<file path="src/rtl/fb_window_streamer_pkg.sv">
// Shared types and constants for the frame-buffer window streamer.
package fb_stream_pkg;

    typedef enum logic [2:0] {
        IDLE    = 3'd0,
        HDR     = 3'd1,
        FETCH   = 3'd2,
        WAIT_RD = 3'd3,
        SEND_PX = 3'd4,
        CKSUM   = 3'd5,
        DONE    = 3'd6
    } fbs_state_t;

    localparam int         HDR_BYTES     = 5;
    localparam logic [7:0] DEF_SYNC_BYTE = 8'hA5;

    // Header bytes after the sync marker: width then height, little-endian.
    function automatic logic [7:0] hdr_byte(input logic [2:0] idx,
                                            input logic [15:0] w,
                                            input logic [15:0] h);
        case (idx)
            3'd1:    return w[7:0];
            3'd2:    return w[15:8];
            3'd3:    return h[7:0];
            3'd4:    return h[15:8];
            default: return 8'h00;
        endcase
    endfunction

endpackage

</file>
<file path="src/rtl/fb_window_addr_gen.sv">
// Walks the window row-major and produces frame-buffer read addresses.
// Only the row origin product is formed at load; stepping uses adds.
module fb_window_addr_gen #(
    parameter int H_RES  = 1920,
    parameter int ADDR_W = 21
) (
    input  logic              clk_i,
    input  logic              rst_i,
    input  logic              load_i,
    input  logic              step_i,
    input  logic [15:0]       win_x_i,
    input  logic [15:0]       win_y_i,
    input  logic [15:0]       win_w_i,
    input  logic [15:0]       win_h_i,
    output logic [ADDR_W-1:0] fb_addr_o,
    output logic              last_px_o
);
    localparam logic [ADDR_W-1:0] H_RES_A = ADDR_W'(H_RES);

    logic [15:0]       col_q, col_d, row_q, row_d, x_q, x_d;
    logic [ADDR_W-1:0] row_base_q, row_base_d;
    logic              col_last;

    always_comb begin
        col_d      = col_q;
        row_d      = row_q;
        x_d        = x_q;
        row_base_d = row_base_q;
        col_last   = (col_q == win_w_i - 16'd1);
        if (load_i) begin
            col_d      = 16'd0;
            row_d      = 16'd0;
            x_d        = win_x_i;
            row_base_d = ADDR_W'(win_y_i) * H_RES_A;
        end else if (step_i) begin
            if (col_last) begin
                col_d      = 16'd0;
                row_d      = row_q + 16'd1;
                row_base_d = row_base_q + H_RES_A;
            end else begin
                col_d = col_q + 16'd1;
            end
        end
    end

    always_ff @(posedge clk_i or posedge rst_i) begin
        if (rst_i) begin
            col_q      <= '0;
            row_q      <= '0;
            x_q        <= '0;
            row_base_q <= '0;
        end else begin
            col_q      <= col_d;
            row_q      <= row_d;
            x_q        <= x_d;
            row_base_q <= row_base_d;
        end
    end

    assign fb_addr_o = row_base_q + ADDR_W'(x_q) + ADDR_W'(col_q);
    assign last_px_o = col_last && (row_q == win_h_i - 16'd1);

endmodule

</file>
<file path="src/rtl/fb_window_streamer.sv">
// Streams a frame-buffer window to the UART as sync, header, pixels, checksum.
//   state   | meaning
//   IDLE    | waiting for start; bad windows pulse err
//   HDR     | sync + 4 size bytes, one outstanding at a time
//   FETCH   | fb_rd strobe for the current pixel
//   WAIT_RD | count down read latency, capture pixel
//   SEND_PX | shift pixel bytes out MSB-first
//   CKSUM   | send sum of pixel bytes
//   DONE    | done pulse, back to IDLE
module fb_window_streamer
    import fb_stream_pkg::*;
#(
    parameter int         H_RES        = 1920,
    parameter int         V_RES        = 1080,
    parameter int         BYTES_PER_PX = 3,
    parameter int         FB_LATENCY   = 1,
    parameter int         ADDR_W       = $clog2(H_RES*V_RES),
    parameter logic [7:0] SYNC_BYTE    = DEF_SYNC_BYTE
) (
    input  logic                      clk_i,
    input  logic                      rst_i,
    input  logic                      start_i,
    input  logic                      abort_i,
    input  logic [15:0]               win_x_i,
    input  logic [15:0]               win_y_i,
    input  logic [15:0]               win_w_i,
    input  logic [15:0]               win_h_i,
    output logic                      fb_rd_o,
    output logic [ADDR_W-1:0]         fb_addr_o,
    input  logic [8*BYTES_PER_PX-1:0] fb_rdata_i,
    output logic [7:0]                tx_data_o,
    output logic                      trmt_o,
    input  logic                      tx_done_i,
    output logic                      busy_o,
    output logic                      done_o,
    output logic                      err_o
);
    localparam int         PX_W     = 8*BYTES_PER_PX;
    localparam logic [2:0] LAST_HDR = 3'(HDR_BYTES-1);
    localparam logic [2:0] LAST_PXB = 3'(BYTES_PER_PX-1);
    localparam logic [1:0] LAT_INIT = 2'(FB_LATENCY-1);

    fbs_state_t        state_q, state_d;
    logic [15:0]       w_q, w_d, h_q, h_d;
    logic [2:0]        byte_cnt_q, byte_cnt_d;
    logic [1:0]        lat_cnt_q, lat_cnt_d;
    logic [PX_W-1:0]   shift_q, shift_d;
    logic [7:0]        cksum_q, cksum_d, tx_data_q, tx_data_d;
    logic              trmt_q, trmt_d, err_q, err_d;
    logic              load, step, last_px, win_ok;
    logic [16:0]       x_end, y_end;

    fb_window_addr_gen #(
        .H_RES  (H_RES),
        .ADDR_W (ADDR_W)
    ) u_addr_gen (
        .clk_i     (clk_i),
        .rst_i     (rst_i),
        .load_i    (load),
        .step_i    (step),
        .win_x_i   (win_x_i),
        .win_y_i   (win_y_i),
        .win_w_i   (w_q),
        .win_h_i   (h_q),
        .fb_addr_o (fb_addr_o),
        .last_px_o (last_px)
    );

    always_comb begin
        state_d    = state_q;
        w_d        = w_q;
        h_d        = h_q;
        byte_cnt_d = byte_cnt_q;
        lat_cnt_d  = lat_cnt_q;
        shift_d    = shift_q;
        cksum_d    = cksum_q;
        tx_data_d  = tx_data_q;
        trmt_d     = 1'b0;
        err_d      = 1'b0;
        load       = 1'b0;
        step       = 1'b0;
        x_end      = {1'b0, win_x_i} + {1'b0, win_w_i};
        y_end      = {1'b0, win_y_i} + {1'b0, win_h_i};
        win_ok     = (x_end <= 17'(H_RES)) && (y_end <= 17'(V_RES));

        unique case (state_q)
            IDLE: begin
                if (start_i) begin
                    if (win_ok) begin
                        state_d    = HDR;
                        w_d        = win_w_i;
                        h_d        = win_h_i;
                        byte_cnt_d = 3'd0;
                        cksum_d    = 8'd0;
                        tx_data_d  = SYNC_BYTE;
                        trmt_d     = 1'b1;
                        load       = 1'b1;
                    end else begin
                        err_d = 1'b1;
                    end
                end
            end
            HDR: begin
                if (tx_done_i) begin
                    if (abort_i) begin
                        state_d = DONE;
                    end else if (byte_cnt_q == LAST_HDR) begin
                        if (w_q == 16'd0 || h_q == 16'd0) begin
                            state_d   = CKSUM;
                            tx_data_d = cksum_q;
                            trmt_d    = 1'b1;
                        end else begin
                            state_d = FETCH;
                        end
                    end else begin
                        byte_cnt_d = byte_cnt_q + 3'd1;
                        tx_data_d  = hdr_byte(byte_cnt_q + 3'd1, w_q, h_q);
                        trmt_d     = 1'b1;
                    end
                end
            end
            // No byte is outstanding here, so abort takes effect at once.
            FETCH: begin
                if (abort_i) begin
                    state_d = DONE;
                end else begin
                    lat_cnt_d = LAT_INIT;
                    state_d   = WAIT_RD;
                end
            end
            WAIT_RD: begin
                if (abort_i) begin
                    state_d = DONE;
                end else if (lat_cnt_q == 2'd0) begin
                    shift_d    = fb_rdata_i;
                    tx_data_d  = fb_rdata_i[PX_W-1 -: 8];
                    cksum_d    = cksum_q + tx_data_d;
                    byte_cnt_d = 3'd0;
                    trmt_d     = 1'b1;
                    state_d    = SEND_PX;
                end else begin
                    lat_cnt_d = lat_cnt_q - 2'd1;
                end
            end
            SEND_PX: begin
                if (tx_done_i) begin
                    if (abort_i) begin
                        state_d = DONE;
                    end else if (byte_cnt_q == LAST_PXB) begin
                        if (last_px) begin
                            state_d   = CKSUM;
                            tx_data_d = cksum_q;
                            trmt_d    = 1'b1;
                        end else begin
                            step    = 1'b1;
                            state_d = FETCH;
                        end
                    end else begin
                        shift_d    = shift_q << 8;
                        tx_data_d  = shift_d[PX_W-1 -: 8];
                        cksum_d    = cksum_q + tx_data_d;
                        byte_cnt_d = byte_cnt_q + 3'd1;
                        trmt_d     = 1'b1;
                    end
                end
            end
            CKSUM: begin
                if (tx_done_i) state_d = DONE;
            end
            DONE:    state_d = IDLE;
            default: state_d = IDLE;
        endcase
    end

    always_ff @(posedge clk_i or posedge rst_i) begin
        if (rst_i) begin
            state_q    <= IDLE;
            w_q        <= '0;
            h_q        <= '0;
            byte_cnt_q <= '0;
            lat_cnt_q  <= '0;
            shift_q    <= '0;
            cksum_q    <= '0;
            tx_data_q  <= '0;
            trmt_q     <= 1'b0;
            err_q      <= 1'b0;
        end else begin
            state_q    <= state_d;
            w_q        <= w_d;
            h_q        <= h_d;
            byte_cnt_q <= byte_cnt_d;
            lat_cnt_q  <= lat_cnt_d;
            shift_q    <= shift_d;
            cksum_q    <= cksum_d;
            tx_data_q  <= tx_data_d;
            trmt_q     <= trmt_d;
            err_q      <= err_d;
        end
    end

    assign fb_rd_o   = (state_q == FETCH);
    assign busy_o    = (state_q != IDLE);
    assign done_o    = (state_q == DONE);
    assign trmt_o    = trmt_q;
    assign tx_data_o = tx_data_q;
    assign err_o     = err_q;

endmodule

</file>
<file path="config.mk">
export PLATFORM = sky130hd
export DESIGN_NAME = fb_window_streamer
export DESIGN_NICKNAME = d
export VERILOG_FILES = /design/src/rtl/fb_window_streamer_pkg.sv /design/src/rtl/fb_window_addr_gen.sv /design/src/rtl/fb_window_streamer.sv
export SDC_FILE = /design/constraint.sdc
export NUM_CORES = 1
export LEC_CHECK = 0
export ABC_AREA = 1
export BUFFER_PORTS_ARGS = -buffer_cell sky130_fd_sc_hd__buf_2
export CAP_MARGIN = 10
export CORE_ASPECT_RATIO = 0.6
export CORE_MARGIN = 2
export CORE_UTILIZATION = 45
export CTS_CLUSTER_SIZE = 40
export DETAILED_ROUTE_END_ITERATION = 7
export MAX_ROUTING_LAYER = met4
export PLACE_DENSITY = 0.66
export SLEW_MARGIN = 20
export SYNTH_ARGS = -nofsm -noshare
export SYNTH_HDL_FRONTEND = slang
export SYNTH_HIERARCHICAL = 1
export SYNTH_SLANG_ARGS = --single-unit
</file>
<file path="constraint.sdc">
create_clock -name clk_i -period 3.15 [get_ports clk_i]
set_clock_uncertainty 0.05 [all_clocks]
set_input_delay 0.1575 -clock clk_i [delete_from_list [all_inputs] [get_ports clk_i]]
set_output_delay 0.1575 -clock clk_i [all_outputs]
set_load 0.01 [all_outputs]
</file>
-- Yosys cells after proc, flatten, opt, wreduce, memory -nomap -nowiden
Index checks and enable logic that the tools add are counted.
- add/subtract/negate cells: 13
- multiply operators: 1
- magnitude comparators: 2
- eq/ne operators: 32
- mux-type cells: 89
- reductions and logical operators: 22
- operators by type and width (cell ; count):
    two-way mux 16 bit ; 11
    two-way mux 8 bit ; 19
    two-way mux 3 bit ; 24
    one-hot mux 8 bit (4 select lines) ; 2
    two-way mux 21 bit ; 3
    adder 21 x 16 -> 21 bit ; 2
    adder 16 x 16 -> 17 bit ; 2
    <= comparator 17 x 11 -> 1 bit, second input constant ; 2
    adder 16 x 1 -> 16 bit, second input constant ; 2
    equality test 16 bit ; 2
    zero test 16 bit ; 2
    one-hot mux 16 bit (2 select lines) ; 1
    subtractor 16 x 1 -> 16 bit, second input constant ; 2
    != test 2 bit, second input constant ; 13
    one-hot mux 8 bit (3 select lines) ; 1
    AND reduction 11 bit ; 2
    adder 21 x 11 -> 21 bit, second input constant ; 1
    two-way mux 1 bit ; 21
    one-hot mux 3 bit (6 select lines) ; 1
    adder 8 bit ; 2
    multiplier 16 x 4 -> 14 bit, second input constant ; 1
    AND reduction 8 bit ; 2
    equality test 3 x 2 -> 1 bit, second input constant ; 5
    equality test 3 bit, second input constant ; 5
    other kinds (19) ; 31
- register bits: 143
- input port bits: 93
- output and inout bits: 34
- logic and storage cells: 173

-- Longest topological paths before layout
- depth in word-level cells: 10
- gate-level depth with buffers: 28
- gate-level depth less buffers: 25

-- By module
The synthesis kept the hierarchy.
- modules (own cells, without submodules) (module ; instances ; cells an instance ; area each (um^2) ; seq. area each (um^2)):
    fb_window_addr_gen ; 1 ; 1019 ; 6952.9 ; 1551.5
    fb_window_streamer ; 1 ; 966 ; 6443.7 ; 1851.8

-- Worst setup path after synthesis
Ideal clock, no wire load.
- path kind: input to register
- start: input win_x_i[0]
- end: register u_addr_gen.col_q[15]
- setup time: 0.133 ns
- arrival: 3.300 ns
- required time: 2.967 ns
- slack: -0.333 ns
- cell stages on the path: 25
- buffers on the path: 3
- path through: ha_1 -> fa_1 -> or2_2 -> nor2_1 -> nand3_1 -> nor2_1 -> nand3_1 -> nand2_1 -> nor2_1 -> nor2_1 -> nand4_2 -> inv_2 -> nand2_4 -> clkinv_2 -> buf_8 -> buf_12 -> buf_2 -> nor2_1 -> nor2_1 -> nand2_1 -> nor2_1 -> nand4_1 -> nor3_1 -> xnor2_1 -> a21oi_1
- word-level cells in the longest chain between the ends: 7
- elaborated cells on any way between the ends: 8
- classes of those cells: add/sub (1); order compare (1); mux (4); reduce/logical (2)
- RTL lines (what ; RTL line ; RTL):
    from (decl) ; fb_window_streamer.sv:24 ; input logic [15:0] win_x_i,
    adder 16 x 16 -> 17 bit * ; fb_window_streamer.sv:82 ; x_end = {1'b0, win_x_i} + {1'b0, win_w_i};
    <= comparator 17 x 11 -> 1 bit * ; fb_window_streamer.sv:84 ; win_ok = (x_end <= 17'(H_RES)) && (y_end <= 17'(V_RES));
    logical AND 1 bit * ; fb_window_streamer.sv:84 ;
    two-way mux 1 bit * ; fb_window_streamer.sv:89 ; if (win_ok) begin
    two-way mux 1 bit * ; fb_window_streamer.sv:88 ; if (start_i) begin
    two-way mux 1 bit * ; fb_window_streamer.sv:86 ; unique case (state_q)
    via load ; fb_window_streamer.sv:50 ; logic load, step, last_px, win_ok;
    two-way mux 16 bit or nonzero test 2 bit (tied branches) ; -- ;
    to (signal assigned) ; fb_window_addr_gen.sv:53 ; col_q <= col_d;
    to (decl) ; fb_window_addr_gen.sv:20 ; logic [15:0] col_q, col_d, row_q, row_d, x_q, x_d;
The timed path passes the listed nets; every way through them passes the cells marked *.
A chain may end at the register's enable or synchronous reset.

-- Worst setup path after layout
- start: register u_addr_gen.col_q[11]
- end: output fb_addr_o[18]
- word-level cells in the longest chain between the ends: 1
- RTL lines (what ; RTL line ; RTL):
    adder 21 x 16 -> 21 bit ; fb_window_addr_gen.sv:60 ; assign fb_addr_o = row_base_q + ADDR_W'(x_q) + ADDR_W'(col_q);
    to (decl) ; fb_window_streamer.sv:29 ; output logic [ADDR_W-1:0] fb_addr_o,
No other way between the ends.

==> impl_metrics.yaml <==
run_status:
  status: "completed"
timing:
  report.final.setup_viol: 0
  final.hold.worst_slack_ps: 23.2
  relSlewSlack_pct: 51.5
  maxClockFrequency_ghz: 0.318
  worstMarginPinSlew_ps: 727
  timing_hold_violations_final: 0
  rsz0062_at_grt: "true"
  final.setup.tns_ps: 0
  finalCritPeriodShare_pct: 99.8
  report.final.slew_viol_count: 0
  min_period_ps: 3140
finish:
  layout-drive-gt1-share_pct: 20.2
  layout.cells.most_common_list: "nand2_1, inv_1, nor2_1"
  finish.net_count: 2503
  layout_commonest_cell: "nand2_1"
  syn2layout_area_growth_pct: 27.6
  final_cells: 2702
synthesis:
  synth_flop_cell: "dfrtp_1"
  synth_async_sr_flop_share_pct: 100
  mappedNetlistArea_sq_um: 13400
  synth_edf_count: 0
  netlist-cell-type-count: 62
  synthesis.instances: 1985
  ys_seq_area_share_pct: 25.4
  ys_seq_elements: 136
  ys_warn_count: 6
  syn_area_per_cell_sq_um: 6.75
  syn-num-nets: 2200
cts:
  clock_latency_ps: 450
  cts_tree: "yes"
  cts_sinks: 136
  cts_inserted_buffers: 17
  clock_transition_at_the_registers_of_the_reported_paths_ps: 60
  htreeDepth: 4
  root_buffer: "clkbuf_16"
  cts_max_path_buffers: 2
die:
  floorplan.die_area_sq_um: 31200
  num_io_pins: 127
  floorplan.rows: 48
  initial_utilization_pct: 46.2
  core-area_sq_um: 29000
  die-width_um: 227
  die_y_um: 138
worst_setup_path:
  worst_setup_path_end_kind: "output pin"
  worst_ep_arrival_time_ps: 2940
  timing.critical_path.from_type: "flop"
  timing.rr.start: "h_q[1]"
  worstPathMaxFanout: 4
  crit_type: "flop to output pin"
  worst-endpoint-required_ps: 2940
  timing.critical_path.from: "u_addr_gen/col_q[11]"
placed_design:
  placedCellCount: 2586
  dpl.hpwl_um: 36100
  port-buffer-count: 126
  finalWeightedCongestion: 0.961
routing:
  remaining_drc_errors: 0
  drt-vias-per-instance: 5.35
  detailroute.via_count: 14500
  detail_route.wl_per_cell_um: 17.1
  detail-route-antenna-nets: 0
  first_pass_iters: 6
  routed_wl_um: 46300
  drt-initial-drc-count: 1741
power:
  ir_drop_uv: 419
  design_power_total_mw: 7.77
  pwr_density_cell_nw_per_um2: 454
  leakage_nw: 8.97
global_routing:
  largest_net_degree_at_the_start_of_global_routing: 47
  track_usage_pct: 30.0
  grt_pass1_wl_um: 69900
  first_global_vias: 12700
  global_route.overflow_total: 0
  antenna_violations_before_repair: 1
job:
  timing.max_cap.violations: 0
hold_path:
  min-delay-path-class: "input port to flop"
  min_from: "fb_rdata_i[19]"
==> timing repair <==
| item | CTS | global route |
|---|---|---|
| gates cloned | 0 | 3 |
| resized for setup | 26 | 87 |
| hold buffers | 63 | 0 |
| endpoints found under the setup margin | 40 | 67 |
| endpoints found under the hold margin | 118 | 0 |
| pin swaps | 4 | 23 |
| buffers inserted | 0 | 18 |
==> cell families after synthesis <==
kind of cell	synth area share [%]
simple gates	34.1
buf+inv	9.81
compound gates	11.8
flops	25.4
fa+ha+maj	13.3
xor+xnor	5.62
==> final timing paths <==
| kind | end | slack [ps] | cells after the start |
|---|---|---|---|
| setup / recovery | fb_addr_o[18] | 6 | 8 |
| hold / removal | tx_data_o[3] | 20 | 5 |
| setup reg to reg | u_addr_gen/col_q[13] | 20 | 20 |
| hold reg to reg | u_addr_gen/x_q[2] | 430 | 2 |
| max in group asynchronous | u_addr_gen/col_q[1] | 1770 | 4 |
| min in group asynchronous | u_addr_gen/row_q[0] | 340 | 3 |
==> synth_stat cells, types with 5 or more instances <==
cell type	n	area [sq um]
nand2_1	604	2270
inv_1	271	1020
nor2_1	165	619
nand3_1	144	721
dfrtp_1	136	3400
o21ai_0	102	510
ha_1	88	1100
a21oi_1	75	375
xor2_1	55	482
fa_1	34	681
nand4_1	33	206
xnor2_1	31	272
clkbuf_1	21	78.8
nand2_2	20	125
nor3_1	19	95.1
nand3b_1	16	120
o22ai_1	16	100
nor4_1	15	93.8
o21ai_2	14	123
nor2_2	9	56.3
a221oi_1	8	70.1
inv_2	8	30.0
or2_2	8	50.1
buf_6	7	78.8
o211ai_1	7	52.6
buf_2	6	30.0
a21o_1	5	37.5
o21ai_1	5	25.0
==> layout make-up <==
| class | instances | area, sq um |
|---|---|---|
| fillers | 2689 | 11900 |
| multi-input cells | 1527 | 9140 |
| flip-flops and latches | 136 | 3420 |
| repair buffers | 325 | 2390 |
| inverters | 281 | 1060 |
| well taps | 400 | 500 |
| clock buffers | 21 | 460 |
| clock inverters | 11 | 124 |
| diodes | 1 | 2.50 |
==> worst max-delay path, cell delays in order, from the launching register on <==
cell,delay (ps)
dfrtp_1,440
fa_1,610
ha_4,240
a21oi_1,230
o21ai_1,140
a221oi_2,330
nand3_2,170
xor2_1,180
buf_2,150
==> registers in the layout, summed over array words and instances (netlist names) <==
| signal | count |
|---|---|
| byte_cnt_q | 3 |
| cksum_q | 8 |
| err_o | 1 |
| h_q | 16 |
| lat_cnt_q | 2 |
| shift_q | 16 |
| state_q | 3 |
| trmt_o | 1 |
| tx_data_o | 8 |
| u_addr_gen/col_q | 16 |
| u_addr_gen/row_base_q | 14 |
| u_addr_gen/row_q | 16 |
| u_addr_gen/x_q | 16 |
| w_q | 16 |
==> stage by stage <==
stage / setup WS, ps / cell area, sq um / util (%)
final: 5.58 / 17100 / 58.9
after global routing: -117 / 17100 / 58.9
after CTS: -54.9 / 16600 / 57.1
after detailed placement: -164 / 15300 / 52.6
after global placement: -134 / 15300 / 52.6
after floorplan: -68.1 / 13500 / -
==> where the power goes <==
group | total, mW | leakage, nW | internal [mW] | switching, mW
Sequential | 2.23 | 1.66 | 2.00 | 0.227
Combinational | 3.50 | 7.02 | 1.32 | 2.18
Clock | 2.04 | 0.279 | 1.20 | 0.837
Total | 7.77 | 8.97 | 4.52 | 3.25
==> per-layer routing <==
metal  part of all wire, %  vias up  track usage (%)  wire [um]
li1                      -     7017                -          -
met1                    50     6745             47.0      23100
met2                    39      665             37.6      17900
met3                    11       34             8.45       4880
met4                  0.83        0             3.95        383
met5                     0        -                -          0
(Power assumes the default switching activity.)
